--- src/rtl/seq_mul_ctrl.sv ---
// Iterative shift-and-add multiplier: one partial product per cycle over WIDTH cycles,
// unsigned/signed multiply and square, with valid/ready handshakes on both sides.
module seq_mul_ctrl #(
    parameter int WIDTH = 4
) (
    input  logic                 clk,
    input  logic                 rst,
    input  logic                 in_valid,
    output logic                 in_ready,
    input  logic [WIDTH-1:0]     a,
    input  logic [WIDTH-1:0]     b,
    input  logic [1:0]           op,
    output logic                 out_valid,
    input  logic                 out_ready,
    output logic [2*WIDTH-1:0]   p,
    output logic                 busy
);

    localparam int CW = (WIDTH > 1) ? $clog2(WIDTH) : 1;
    localparam logic [CW-1:0] LAST = CW'(WIDTH - 1);

    typedef enum logic [1:0] {
        IDLE = 2'd0,
        RUN  = 2'd1,
        SIGN = 2'd2,
        DONE = 2'd3
    } state_t;

    state_t               r_state;
    state_t               w_state_next;
    logic [WIDTH-1:0]     r_mcand;
    logic [WIDTH-1:0]     r_mplier;
    logic                 r_neg;
    logic [2*WIDTH-1:0]   r_acc;
    logic [CW-1:0]        r_cnt;
    logic [2*WIDTH-1:0]   r_p;

    logic [WIDTH-1:0]     w_b_eff;
    logic [WIDTH-1:0]     w_mcand;
    logic [WIDTH-1:0]     w_mplier;
    logic                 w_neg;
    logic [2*WIDTH-1:0]   w_pp;

    // The magnitude of the most negative value still fits as an unsigned WIDTH-bit number.
    function automatic logic [WIDTH-1:0] mag(input logic [WIDTH-1:0] x);
        return x[WIDTH-1] ? (~x + WIDTH'(1)) : x;
    endfunction

    assign w_b_eff  = op[1] ? a : b;
    assign w_mcand  = op[0] ? mag(a) : a;
    assign w_mplier = op[0] ? mag(w_b_eff) : w_b_eff;
    assign w_neg    = op[0] & ~op[1] & (a[WIDTH-1] ^ b[WIDTH-1]);
    assign w_pp     = ({{WIDTH{1'b0}}, r_mcand} << r_cnt) & {(2*WIDTH){r_mplier[r_cnt]}};

    always_ff @(posedge clk) begin
        if (rst) begin
            r_state <= IDLE;
        end else begin
            r_state <= w_state_next;
        end
    end

    always_comb begin
        w_state_next = r_state;
        in_ready     = 1'b0;
        out_valid    = 1'b0;
        busy         = 1'b1;
        case (r_state)
            IDLE: begin
                in_ready = 1'b1;
                busy     = 1'b0;
                if (in_valid) w_state_next = RUN;
            end
            RUN:  if (r_cnt == LAST) w_state_next = SIGN;
            SIGN: w_state_next = DONE;
            DONE: begin
                out_valid = 1'b1;
                if (out_ready) w_state_next = IDLE;
            end
            default: w_state_next = IDLE;
        endcase
    end

    always_ff @(posedge clk) begin
        if (rst) begin
            r_mcand  <= '0;
            r_mplier <= '0;
            r_neg    <= 1'b0;
            r_acc    <= '0;
            r_cnt    <= '0;
            r_p      <= '0;
        end else begin
            case (r_state)
                IDLE: if (in_valid) begin
                    r_mcand  <= w_mcand;
                    r_mplier <= w_mplier;
                    r_neg    <= w_neg;
                    r_acc    <= '0;
                    r_cnt    <= '0;
                end
                RUN: begin
                    r_acc <= r_acc + w_pp;
                    // Hold at the last index so the counter never wraps.
                    if (r_cnt != LAST) r_cnt <= r_cnt + CW'(1);
                end
                SIGN: r_p <= r_neg ? (~r_acc + (2*WIDTH)'(1)) : r_acc;
                default: ;
            endcase
        end
    end

    assign p = r_p;

endmodule

--- config.mk ---
export PLATFORM = sky130hd
export DESIGN_NAME = seq_mul_ctrl
export DESIGN_NICKNAME = d
export VERILOG_FILES = /design/src/rtl/seq_mul_ctrl.sv
export SDC_FILE = /design/constraint.sdc
export NUM_CORES = 1
export LEC_CHECK = 0
export CORE_MARGIN = 5
export CORE_UTILIZATION = 49
export CTS_CLUSTER_DIAMETER = 120
export DETAILED_ROUTE_END_ITERATION = 12
export PLACE_DENSITY = 0.85
export SYNTH_ARGS = -nofsm -noshare
export SYNTH_HDL_FRONTEND = slang
export SYNTH_SLANG_ARGS = --single-unit
--- constraint.sdc ---
create_clock -name clk -period 2.55 [get_ports clk]
set_clock_uncertainty 0.1 [all_clocks]
set_input_delay 0.3825 -clock clk [delete_from_list [all_inputs] [get_ports clk]]
set_output_delay 0.3825 -clock clk [all_outputs]
set_load 0.05 [all_outputs]
==> impl_metrics.yaml, run 1 <==
synth:
  ys_seq_elements: 29
  syn_inst: 222
  synth_ff_type: "dfxtp_1"
  synth_commonest_cells: "dfxtp_1, nand2_1, nor2_1"
  avgSynthCellArea_um2: 8.52
  yosysTopAreaCell: "dfxtp_1"
  synth_enable_flop_cells: 0
  synth-warning-count: 0
  synth_top_area_share_pct: 30.7
  yosysSeqAreaShare_pct: 30.7
  ys_top_cells_by_area: "dfxtp_1, ha_1, a211oi_1"
  synth_area_um2: 1890
  synth_nets: 252
  synth_most_common_cell: "dfxtp_1"
  ys_types: 51
  synth-async-reset-ratio_pct: 0
layout:
  antenna_cells: 0
  syn2layout_area_growth_pct: 20.8
  nFillCells: 324
  drive_gt1_share_pct: 10.1
  fin_area_um2: 2290
  nets: 277
  fin_util_pct: 62.0
floorplanning:
  die_y_um: 72.1
  initial_core_util_pct: 51.3
  row_count: 22
  coreArea_um2: 3690
  io_pins: 25
  die_w_um: 72.1
  die_area_um2: 5200
global_route:
  first_global_vias: 1601
  use_met2_pct: 31.1
  grtUsageMet3_pct: 4.99
  grt_max_degree: 17
  grt_pass1_wl_um: 7000
  grt-ovfl-total: 0
  grt_usage_pct: 17.1
  grt_util_met1_pct: 18.7
  antenna_found_initial: 0
  grt_busiest_layer: "met2"
setup_path:
  startpoint_type: "flop"
  slowest_stage: "mux4_2"
  cp_top_family: "compound AO/OA/AOI/OAI gates"
  cp_num_buf_inv: 0
  critPathCaptureType: "flop"
  slowest_delay_ns: 0.52
  crit_chain: "mux4_2 -> and2_1 -> ha_1 -> a21oi_2 -> o211ai_1 -> or3_1 -> a32o_1"
  required_ns: 2.63
  cp_max_fo: 4
  worstPathArrival_ns: 2.51
  critPathKind: "reg2reg"
routing:
  routed_wirelength_um: 4170
  firstDrtPassIters: 4
  routed-via-count: 1669
  vias_per_cell: 5.64
  drtIter0Drc: 93
  post_drt_wl_per_cell_um: 14.1
  antenna_left: 0
  route.detailed.drc: 0
placement:
  placement.io_buffers: 24
  dp_hpwl_um: 3210
  place_area_um2: 2180
  gp_congestion: 0.869
cts:
  hold_buffers: 0
  clk_pin_slew_worst_paths_ns: 0.06
  ctsHtreeMaxLevel: 2
  clk_latency_ns: 0.28
  postCtsSetupBuffers: 0
  cts_root_buf: "clkbuf_8"
  clock-sinks: 29
  cts_tree: "done"
  numCtsBuffers: 5
  clk_path_buf_depth: 2
worst_hold_path:
  hold_class: "reg2reg"
power:
  ir_drop_uv: 449
  p_leak_uw: 0.000892
  p_per_area_nw_per_um2: 846
  p_comb_share_pct: 48.8
  p_seq_share_pct: 32.4
  switchingPower_uw: 850
  clockPowerShare_pct: 18.9
  switching_share_pct: 43.9
  p_int_uw: 1080
sta:
  worstMarginPinSlew_ns: 0.567
  period_minus_slack_ns: 2.43
  drv_slew: 0
  fmax_ghz: 0.411
  max_slew_margin_pct: 61.9
  setup_violations: 0
  rsz0062_at_grt: "no"
  min_period_over_period_pct: 95.5
  setup_tns_ns: 0
  hold_violations: 0
run:
  maxCapViolations: 0
run_status:
  outcome: "completed"
## cell type report
type                    count  area, um^2  area share (%)
multi-input cells         167        1230            53.7
clock buffers               6        72.6            3.17
repair buffers             29         278            12.2
inverters                  15        56.3            2.46
well taps                  48        60.1            2.63
flip-flops and latches     29         581            25.4
clock inverters             2        10.0           0.438
## layer usage
metal  share of wire [%]  up-vias
li1                    -      853
met1                  40      766
met2                  52       44
met3                 6.3        6
met4                 1.2        0
met5                   0        -
## worst min-delay path, delay by kind of cell (launching register included)
family,cells,cell delay (ns)
DFF,1,0.31
AOI/OAI and AO/OA,1,0.05
and+or+nand+nor,1,0.08
## flip-flops by register name, indices dropped and copies added (netlist names)
register / flops
p: 8
r_acc: 8
r_mcand: 4
r_mplier: 4
r_cnt: 2
r_state: 2
r_neg: 1
## final timing paths
kind	start	end	slack (ns)	cells past startpoint
max reg2reg	r_cnt[0]$_SDFFE_PP0P_	r_acc[6]$_SDFFE_PP0P_	0.12	7
max	r_cnt[0]$_SDFFE_PP0P_	r_acc[6]$_SDFFE_PP0P_	0.12	7
min reg2reg	p[2]$_SDFFE_PP0P_	p[2]$_SDFFE_PP0P_	0.39	2
min	p[2]$_SDFFE_PP0P_	p[2]$_SDFFE_PP0P_	0.39	2
## cells by family after synthesis
family	share of synthesized area, %
compound gates	23.0
xor+xnor	5.09
fa+ha+maj	11.0
buf+inv	5.55
flops	30.7
mux	6.75
simple gates	17.9
## per-stage QoR
| stage | hold slack, ns | worst slack (ns) | total power [uW] | cells |
|---|---|---|---|---|
| final | 0.385 | 0.115 | 1930 | 296 |
| after global routing | 0.399 | 0.00603 | 2060 | 296 |
| after global placement | 0.362 | 0.153 | 1550 | 288 |
| after detailed placement | 0.378 | 0.0752 | 1570 | 288 |
| after floorplan | 0.342 | 0.0817 | 1300 | 222 |
| after CTS | 0.387 | 0.0705 | 1930 | 296 |
## power by group through the flow
stage | combinational, uW | clock (uW) | sequential [uW]
CTS | 941 | 371 | 623
floorplan | 542 | 0 | 759
detailed placement | 935 | 0 | 633
global placement | 922 | 0 | 628
global route | 1020 | 395 | 641
finish | 944 | 365 | 626
## repair_timing
action                                  CTS  global route
endpoints found under the setup margin    0             2
resized for setup                         0             4
endpoints found under the hold margin     0             0
## cell usage in the layout, fill, tap and decap left out, types with 10 or more instances in the layout
cell type        instances
a21oi_1                 11
clkdlybuf4s50_1         24
nand2_1                 19
dfxtp_1                 29
inv_1                   15
nand3_1                 11
nor2_1                  17
a211oi_1                10
ha_1                    15
(Power assumes the default switching activity.)
==> run 2: changes to the inputs <==
--- a/config.mk
+++ b/config.mk
@@ -6,10 +6,10 @@
 export NUM_CORES = 1
 export LEC_CHECK = 0
 export CORE_MARGIN = 5
-export CORE_UTILIZATION = 49
+export CORE_UTILIZATION = 40
 export CTS_CLUSTER_DIAMETER = 120
 export DETAILED_ROUTE_END_ITERATION = 12
-export PLACE_DENSITY = 0.85
+export PLACE_DENSITY = 0.73
 export SYNTH_ARGS = -nofsm -noshare
 export SYNTH_HDL_FRONTEND = slang
 export SYNTH_SLANG_ARGS = --single-unit
==> impl_metrics.yaml, run 2 (synthesis results as in run 1) <==
run_status:
  outcome: "completed"
sta:
  rsz0062_at_grt: "no"
  fmax_ghz: 0.417
  fin_hold_ws_ns: 0.382
  setup_tns_ns: 0
  period_minus_slack_ns: 2.40
  setup_violations: 0
  worstMarginPinSlew_ns: 0.549
  drv_slew: 0
  min_period_over_period_pct: 94.1
  worst_slack_ns: 0.151
  max_slew_margin_pct: 63.1
  hold_violations: 0
power:
  switchingPower_uw: 838
  p_seq_share_pct: 31.5
  p_int_uw: 1140
  p_per_area_nw_per_um2: 854
  clockPowerShare_pct: 20.9
  ir_drop_uv: 402
  p_leak_uw: 0.000910
  p_comb_share_pct: 47.6
  switching_share_pct: 42.4
setup_path:
  crit_chain: "inv_1 -> ha_1 -> inv_1 -> clkdlybuf4s50_1"
  critPathKind: "reg2out"
  startpoint_type: "flop"
  required_ns: 2.07
  slowest_stage: "clkdlybuf4s50_1"
  critPathCaptureType: "output port"
  cp_max_fo: 7
  cpMostUsedCell: "inv_1"
  worstPathArrival_ns: 1.92
  slowest_delay_ns: 0.81
cts:
  clk_path_buf_depth: 2
  cts_tree: "done"
  clock-sinks: 29
  cts_root_buf: "clkbuf_8"
  clk_pin_slew_worst_paths_ns: 0.06
  clk_latency_ns: 0.28
  numCtsBuffers: 5
  ctsHtreeMaxLevel: 2
  hold_buffers: 0
layout:
  fin_util_pct: 49.7
  stdcell_count: 304
  nFillCells: 452
  antenna_cells: 0
  regArea_um2: 582
  nets: 279
  final_cell_mix: "dfxtp_1, clkdlybuf4s50_1, nand2_1"
  drive_gt1_share_pct: 11.2
  multi_input_area_um2: 1220
  final_common_cell: "dfxtp_1"
  syn2layout_area_growth_pct: 22.4
global_route:
  grt_max_degree: 17
  first_global_vias: 1513
  antenna_found_initial: 0
  grt-ovfl-total: 0
  grt_usage_pct: 13.7
  grt_pass1_wl_um: 6780
routing:
  top_layer_used: "met4"
  met2_length_um: 1880
  wl_met1_um: 1850
  routed_wirelength_um: 3960
  firstDrtPassIters: 4
  drtIter0Drc: 135
  wl_met3_um: 189
  vias_per_cell: 5.24
  routed-via-count: 1594
  post_drt_wl_per_cell_um: 13.0
  antenna_left: 0
  route.detailed.drc: 0
placement:
  dp.cells: 296
  placement.io_buffers: 24
  gp_congestion: 0.899
  pre_cts_slack_ns: 0.127
  dp_hpwl_um: 3160
floorplanning:
  coreArea_um2: 4660
  die_y_um: 78.8
  die_area_um2: 6200
  die_w_um: 78.8
  initial_core_util_pct: 40.6
  row_count: 25
  io_pins: 25
run:
  maxCapViolations: 0
worst_hold_path:
  hold_class: "reg2reg"
run 2: cell count changes in the layout (fill, tap and decap cells not counted), sizes merged:
cell / delta
buf: +2
clkbuf: +1
clkinv: -1
run 2: layout make-up:
cell class,instances,share of cell area [%]
clock buffer,7,4.16
timing repair buffer,31,12.6
tap,54,2.92
clock inverter,1,0.216
sequential,29,25.1
inverter,15,2.43
multi-input combinational,167,52.5
run 2: final timing paths:
path | from | endpoint | slack [ns] | cells past startpoint
worst max-delay path | r_state[0]$_SDFFE_PP0P_ | busy | 0.15 | 4
worst min register to register | r_mplier[2]$_SDFFE_PP0P_ | r_mplier[2]$_SDFFE_PP0P_ | 0.38 | 2
worst max register to register | r_cnt[0]$_SDFFE_PP0P_ | r_acc[6]$_SDFFE_PP0P_ | 0.16 | 7
worst min-delay path | r_mplier[2]$_SDFFE_PP0P_ | r_mplier[2]$_SDFFE_PP0P_ | 0.38 | 2
run 2: worst max-delay path: cells and delay by family, from the launching register on:
family	cells	cell delay, ns
adder cells (fa/ha/maj)	1	0.27
buffers and inverters	3	1.01
flip-flops	1	0.36
run 2: routing by layer:
metal	vias to the layer above	global-route usage (%)
met5	-	0
met4	0	3.67
met3	5	4.31
met2	35	24.2
met1	696	15.9
li1	858	-
run 2: repair_timing:
action	CTS	global route
buffers inserted	0	0
resized for setup	0	3
endpoints found under the setup margin	0	2
run 2: stage by stage:
| step | cell area (um^2) | total power [uW] |
|---|---|---|
| 6_report | 2320 | 1980 |
| 3_5_place_dp | 2200 | 1580 |
| 5_1_grt | 2320 | 2100 |
| 3_3_place_gp | 2200 | 1560 |
| 4_1_cts | 2300 | 2000 |
| 2_1_floorplan | 1890 | 1300 |
run 2: power groups by stage:
stage | clock network, uW | registers [uW] | logic, uW
2_1_floorplan | 0 | 759 | 542
3_3_place_gp | 0 | 630 | 931
3_5_place_dp | 0 | 634 | 943
4_1_cts | 428 | 624 | 944
5_1_grt | 447 | 636 | 1020
6_report | 414 | 623 | 941
